--- src/rtl/if2id_queue.sv ---
// rtl/if2id_queue.sv - IF->ID instruction queue: DEPTH-entry FIFO of {pc, instr} with flush
module if2id_queue #(
    parameter int ADDR_WIDTH  = 32,
    parameter int INSTR_WIDTH = 32,
    parameter int DEPTH       = 4,
    parameter int AFULL_LEVEL = 3
) (
    input  logic                         clk_i,
    input  logic                         rstn_i,
    input  logic                         flush_i,
    input  logic                         fetch_valid_i,
    output logic                         ready_o,
    input  logic [ADDR_WIDTH-1:0]        pc_i,
    input  logic [INSTR_WIDTH-1:0]       instr_i,
    output logic                         valid_o,
    input  logic                         decode_ready_i,
    output logic [ADDR_WIDTH-1:0]        pc_o,
    output logic [INSTR_WIDTH-1:0]       instr_o,
    output logic [$clog2(DEPTH+1)-1:0]   count_o,
    output logic                         almost_full_o
);

    localparam int PTR_W = $clog2(DEPTH);
    localparam int CNT_W = $clog2(DEPTH+1);
    localparam int ENT_W = ADDR_WIDTH + INSTR_WIDTH;

    logic [ENT_W-1:0] mem_q [DEPTH];
    logic [PTR_W-1:0] rd_ptr_q, rd_ptr_d;
    logic [PTR_W-1:0] wr_ptr_q, wr_ptr_d;
    logic [CNT_W-1:0] count_q, count_d;
    logic             push, pop;
    logic [ENT_W-1:0] head;

    // ready_o depends only on occupancy, never on decode_ready_i
    assign ready_o       = rstn_i & (count_q != CNT_W'(DEPTH));
    assign valid_o       = (count_q != '0);
    assign push          = fetch_valid_i & ready_o & ~flush_i;
    assign pop           = valid_o & decode_ready_i & ~flush_i;
    assign head          = mem_q[rd_ptr_q];
    assign pc_o          = valid_o ? head[ENT_W-1:INSTR_WIDTH] : '0;
    assign instr_o       = valid_o ? head[INSTR_WIDTH-1:0] : '0;
    assign count_o       = count_q;
    assign almost_full_o = (count_q >= CNT_W'(AFULL_LEVEL));

    always_comb begin
        rd_ptr_d = rd_ptr_q;
        wr_ptr_d = wr_ptr_q;
        count_d  = count_q;
        if (flush_i) begin
            rd_ptr_d = '0;
            wr_ptr_d = '0;
            count_d  = '0;
        end else begin
            if (push) wr_ptr_d = wr_ptr_q + PTR_W'(1);
            if (pop)  rd_ptr_d = rd_ptr_q + PTR_W'(1);
            if (push && !pop)      count_d = count_q + CNT_W'(1);
            else if (pop && !push) count_d = count_q - CNT_W'(1);
        end
    end

    always_ff @(posedge clk_i or negedge rstn_i) begin
        if (!rstn_i) begin
            rd_ptr_q <= '0;
            wr_ptr_q <= '0;
            count_q  <= '0;
        end else begin
            rd_ptr_q <= rd_ptr_d;
            wr_ptr_q <= wr_ptr_d;
            count_q  <= count_d;
        end
    end

    // Payload storage carries no reset; validity is tracked by count_q alone
    always_ff @(posedge clk_i) begin
        if (push) mem_q[wr_ptr_q] <= {pc_i, instr_i};
    end

    a_no_push_full: assert property (@(posedge clk_i) disable iff (!rstn_i)
        !(push && count_q == CNT_W'(DEPTH)));
    a_no_pop_empty: assert property (@(posedge clk_i) disable iff (!rstn_i)
        !(pop && count_q == '0));
    a_count_range: assert property (@(posedge clk_i) disable iff (!rstn_i)
        count_q <= CNT_W'(DEPTH));

endmodule

--- config.mk ---
export PLATFORM = sky130hd
export DESIGN_NAME = if2id_queue
export DESIGN_NICKNAME = d
export VERILOG_FILES = /design/src/rtl/if2id_queue.sv
export SDC_FILE = /design/constraint.sdc
export NUM_CORES = 1
export LEC_CHECK = 0
export CAP_MARGIN = 40
export CORE_MARGIN = 8
export CORE_UTILIZATION = 55
export DETAILED_ROUTE_END_ITERATION = 8
export HOLD_SLACK_MARGIN = 0.05
export PLACE_DENSITY_LB_ADDON = 0.1
export SYNTH_ARGS = -nofsm -noshare
export SYNTH_HDL_FRONTEND = slang
export SYNTH_SLANG_ARGS = --single-unit
--- constraint.sdc ---
create_clock -name clk_i -period 6.6 [get_ports clk_i]
set_input_delay 1.32 -clock clk_i [delete_from_list [all_inputs] [get_ports clk_i]]
set_output_delay 1.32 -clock clk_i [all_outputs]
set_load 0.02 [all_outputs]
=== Word-level counts from Yosys, hierarchy flattened ===
Memories as Yosys holds them, arrays and structs flattened.
Index checks and enable logic that the tools add are counted.
Widths: inputs -> output; s select.

* Register bits after elaboration: 7
* Bits in latches: 0
* Memory bits (writable): 256
* Bits in read-only memories: 0
* Bits of input ports: 69
* Word-level logic and storage cells: 35
* Memories kept: 1

{| class="wikitable"
|+ Memories
! memory !! words !! width !! rd ports !! clocked after Yosys merged registers in !! wr ports !! line !! text
|-
| mem_q || 4 || 64 || 1 || 0 || 1 || 27 || <nowiki>logic [ENT_W-1:0] mem_q [DEPTH];</nowiki>
|}

* $add $sub $neg: 4
* $mul: 0
* Div/mod/pow operators: 0
* Order comparisons: 1
* Equality and inequality tests: 1
* Shift operators: 0
* Multiplexer cells: 11
* Bitwise logic cells: 6
* Reductions and logical operators: 8

{| class="wikitable"
|+ Operator list
! kind !! count
|-
| $mux 32 || 2
|-
| $mux 3 || 3
|-
| $mux 2 || 4
|-
| $reduce_bool 3->1 || 2
|-
| $and 1x1->1 || 5
|-
| $add 2x1->2 const B || 2
|-
| $reduce_bool 2->1 || 2
|-
| $add 3x1->3 const B || 1
|-
| $ge 3x2->1 const B || 1
|-
| $ne 3x3->1 const B || 1
|-
| $sub 3x1->3 const B || 1
|-
| $logic_and 1x1->1 || 2
|-
| $logic_not 1->1 || 2
|-
| $mux 1 || 2
|-
| $not 1->1 || 1
|}

=== Longest topological paths before layout ===
* Word-level depth: 9
* Depth in mapped cells: 7
* Mapped depth without buffers: 7

=== Least setup slack after synthesis ===
No wires, ideal clock.

* Path kind: input-to-reg
* From: in rstn_i
* To: mem mem_q[0][0] in the netlist's numbering (enable)
* Setup time: 0.429 ns
* Arrival time: 3.214 ns
* Data required time: 6.171 ns
* Path slack: 2.957 ns
* Cell stages on the path: 3
* Path buffers: 0
* Path through: o311ai_4 -> nor2_1 -> and2_1

* Word-level cells in the longest chain between the ends: 5

{| class="wikitable"
|+ RTL lines
! what !! line !! text
|-
| from (decl) || 9 || <nowiki>input logic rstn_i,</nowiki>
|-
| $and 1x1->1 || 35 || <nowiki>assign ready_o = rstn_i & (count_q != CNT_W'(DEPTH));</nowiki>
|-
| $and 1x1->1 (2 in series) || 37 || <nowiki>assign push = fetch_valid_i & ready_o & ~flush_i;</nowiki>
|-
| $mux 1 || 75 || <nowiki>if (push) mem_q[wr_ptr_q] <= {pc_i, instr_i};</nowiki>
|-
| $mux 1 (not written as such) || 75 ||
|-
| to (decl) || 27 ||
|}

Every way passes these cells.

=== Final worst setup path ===
* From: reg rd_ptr_q[0]
* To: out pc_o[8]

* Word-level cells in the longest chain between the ends: 2

{| class="wikitable"
|+ RTL lines
! what !! line !! text
|-
| from (decl) || 28 || <nowiki>logic [PTR_W-1:0] rd_ptr_q, rd_ptr_d;</nowiki>
|-
| from (signal assigned) || 67 || <nowiki>rd_ptr_q <= rd_ptr_d;</nowiki>
|-
| $mem_v2 4x64 || -- ||
|-
| $mux 32 || 40 || <nowiki>assign pc_o = valid_o ? head[ENT_W-1:INSTR_WIDTH] : '0;</nowiki>
|-
| to (decl) || 17 || <nowiki>output logic [ADDR_WIDTH-1:0] pc_o,</nowiki>
|}

Every way passes these cells.

==> flow_metrics.tcl <==
set metrics [dict create \
    grt_max_degree 54 \
    yosysWarnings 0 \
    area_growth_pct 25.87 \
    min_to "count_o[2]$_DFFE_PN0P_" \
    highest_layer "met4" \
    yosys-top-cells-area "edfxtp_1, mux4_2, and2_1, dfrtp_1, ha_1" \
    ios 139 \
    wl_met2_mm 9.516 \
    relSlewSlack_pct 59.60 \
    htree_levels 1 \
    tightest_slew_ns 0.6046 \
    synth_edf_count 256 \
    post-route-min-period_ns 4.551 \
    drt_iter0_markers 245 \
    hold_ws_ns 0.6370 \
    synthSimpleGateAreaFrac_pct 4.919 \
    dieHeight_um 151.8 \
    numPlacedInstances 812 \
    intPower_uw 3666 \
    postCtsHoldBufs 0 \
    core_um2 18020 \
    slowest_delay_ns 0.80 \
    slew_violations 0 \
    share_comb_of_total_power_pct 33.2 \
    met1_length_mm 8.063 \
    synth_nets 533 \
    worstSetupStartpointType "flip-flop" \
    post_cts_buffers 0 \
    tritoncts "built" \
    synth_top_area_share_pct 75.75 \
    final_nets 685 \
    path_buf_inv 3 \
    fmaxAchievable_mhz 219.7 \
    powerDensity_nw_per_um2 404.4 \
    p_leak_uw 0.004079 \
    min_path_type "flip-flop to flip-flop" \
    grt_pass1_vias 5418 \
    power_frac_seq_pct 38.1 \
    hp-start "count_o[2]$_DFFE_PN0P_" \
    avgRoutedWirePerCell_um 22.11 \
    finalWirelength_mm 19.04 \
    critPathArrivalTime_ns 3.23 \
    clockBufferDepth 3 \
    status "finished, final reports clean" \
    period_share_pct 68.95 \
    grt_first_pass_wirelength_mm 30.17 \
    crit_required_ns 5.28 \
    regArea_um2 7870 \
    seq_area_frac_synth_pct 77.48 \
    fin_worst_skew_ns 0.01347 \
    cts_sinks 263 \
    synth_ff_type "edfxtp_1" \
    synthAdderAreaFrac_pct 0.6904 \
    crit_path_top_delay_cell "dfrtp_4" \
    critical_path_class "flip-flop to primary output" \
    viasPerCell 5.634 \
    crit_chain "buf_16 -> buf_4 -> mux4_2 -> and2_1 -> clkdlybuf4s50_1" \
    switchingPower_uw 1500 \
    holdPathStages 1 \
    cp_max_fo 27 \
    hold_viol_final 0 \
    multiInputGateArea_um2 2176 \
    vias 4851 \
    syn_avg_cell_area_um2 22.11 \
    placementRows 49 \
    rrSetupSlack_ns 4.19 \
    initial_core_util_pct 56.30 \
    grt_remaining_overflow 0 \
    gp_congestion 0.6951 \
    clk_latency_ns 0.52 \
    synth_compound_area_share_pct 0.7891 \
    synth_xor_area_share_pct 0.5178 \
    drv_cap 0 \
    antenna_left 0 \
    crit_family "buffers and inverters" \
    ys_async_sr_fraction_pct 2.662 \
    synth_top_area_cell "edfxtp_1" \
    antenna_found_initial 1 \
    port_buffers 138 \
    setup_viol 0 \
    clkTransAtPathRegs_ns 0.06 \
    synth-seq-cells 263 \
    globalRouteTotalUtil_pct 16.39 \
    clkPwrFrac_pct 28.7 \
    syn_inst 459 \
    numCtsBuffers 26 \
    synth_top_family_by_area "multiplexers" \
    r2r_cells 6 \
    ctsRootBufferMaster "clkbuf_16" \
    stdcell_count 861 \
    rsz0062_at_grt "no" \
    ctsResizeCount 0 \
    fin_tns_setup_ns 0 \
    drive_above_1_share_pct 19.97 \
    switching_share_pct 29.03 \
    worstReg2RegEnd "count_o[2]$_DFFE_PN0P_" \
    synth.area.mux_share_pct 14.40 \
    synth_cell_types 27 \
    r2r-start "count_o[2]$_DFFE_PN0P_" \
    remaining_drc_errors 0 \
    nFillCells 1125 \
    dpl.hpwl_mm 11.29 \
    die_area_um2 23050 \
    cp-end-kind "primary output" \
    netlist_area_um2 10150 \
    first_pass_iters 4 \
    wl_met3_mm 1.111 \
    die_w_um 151.8 \
    ir_drop_uv 338.1 \
]
-- power by group through the flow --
stage / Combinational, µW / Clock (µW) / Sequential, µW
5_1_grt: 1830 / 1570 / 1980
3_5_place_dp: 1750 / 0 / 2010
4_1_cts: 1760 / 1510 / 1970
6_report: 1720 / 1480 / 1970
2_1_floorplan: 1030 / 0 / 1960
3_3_place_gp: 1640 / 0 / 2080
-- worst max-delay path by stage --
stage | start | end | depth (start not counted)
floorplan | rstn_i | mem_q[0][0]$_DFFE_PP_ | 3
global placement | rd_ptr_q[0]$_DFFE_PN0P_ | pc_o[11] | 4
detailed placement | rstn_i | ready_o | 3
CTS | rd_ptr_q[0]$_DFFE_PN0P_ | pc_o[8] | 5
global route | rd_ptr_q[0]$_DFFE_PN0P_ | pc_o[8] | 5
finish | rd_ptr_q[0]$_DFFE_PN0P_ | pc_o[8] | 5
-- layer usage --
metal  vias up  GRT usage (%)
li1       2166              -
met1      2517          21.06
met2       141          27.51
met3        27          4.234
met4         0          3.913
met5         -              0
-- worst register-to-register path, stage by stage (launching register included) --
cell and delay [ns]:
dfrtp_1 0.48, inv_2 0.09, o311ai_4 0.53, nor3_1 0.12, fa_1 0.44, or3_1 0.40, a221oi_1 0.26
-- state kept, by name, summed over array words and instances, names as in the netlist --
name      cells
rd_ptr_q      2
mem_q       256
count_o       3
wr_ptr_q      2
-- synthesized netlist by cell type, types with 2 or more instances --
cell type,count
mux4_2,64
buf_4,4
nand2_1,3
dfrtp_1,7
xor2_1,3
xnor2_1,3
clkbuf_1,10
or2_2,2
inv_1,3
o31a_2,2
buf_1,3
nand2b_1,2
nor2_1,7
and2_1,68
mux2i_1,2
edfxtp_1,256
o21ai_0,2
buf_2,5
ha_1,4
inv_2,2
-- kinds of logic after synthesis --
family                     Yosys count
AOI/OAI and AO/OA                    8
xor gates and xnor gates             6
adders and majority gates            5
buffers and inverters               27
DFF                                263
muxes                               66
and+or+nand+nor                     84
-- cell usage in the layout (no fill, tap or decap), types with 2 or more instances in the layout --
cell             count
and2_1              64
and2_4               4
buf_12               2
buf_16               4
buf_4                2
bufinv_16            4
clkbuf_1             2
clkbuf_16           27
clkdlybuf4s50_1    138
clkinv_1             6
clkinv_2             8
dfrtp_1              5
dfrtp_4              2
edfxtp_1           256
ha_1                 4
inv_1                3
inv_2                2
mux2i_1              2
mux4_2              64
nand2_1              2
nand2b_1             2
nor2_1               7
o21ai_0              2
o31a_2               2
or2_2                2
xnor2_1              3
xor2_1               3
-- layout make-up --
class,count,area share (%)
Inverter,5,0.1469
Sequential cell,263,61.61
Multi-Input combinational cell,169,17.03
Clock inverter,19,1.489
Antenna cell,1,0.01959
Tap cell,229,2.243
Clock buffer,29,5.348
Timing Repair Buffer,146,12.11
-- metrics by stage --
stage                     util [%]  total power, µW  cell area (µm²)  worst slack [ns]
after CTS                    70.85             5240            12770             1.933
final                        70.87             5165            12770             2.049
after floorplan                  -             2985            10150             2.957
after global routing         70.87             5382            12770             1.813
after global placement       65.17             3712            11750             2.323
after detailed placement     66.01             3754            11900             2.352
No activity file was read; power rests on OpenSTA's default activity.
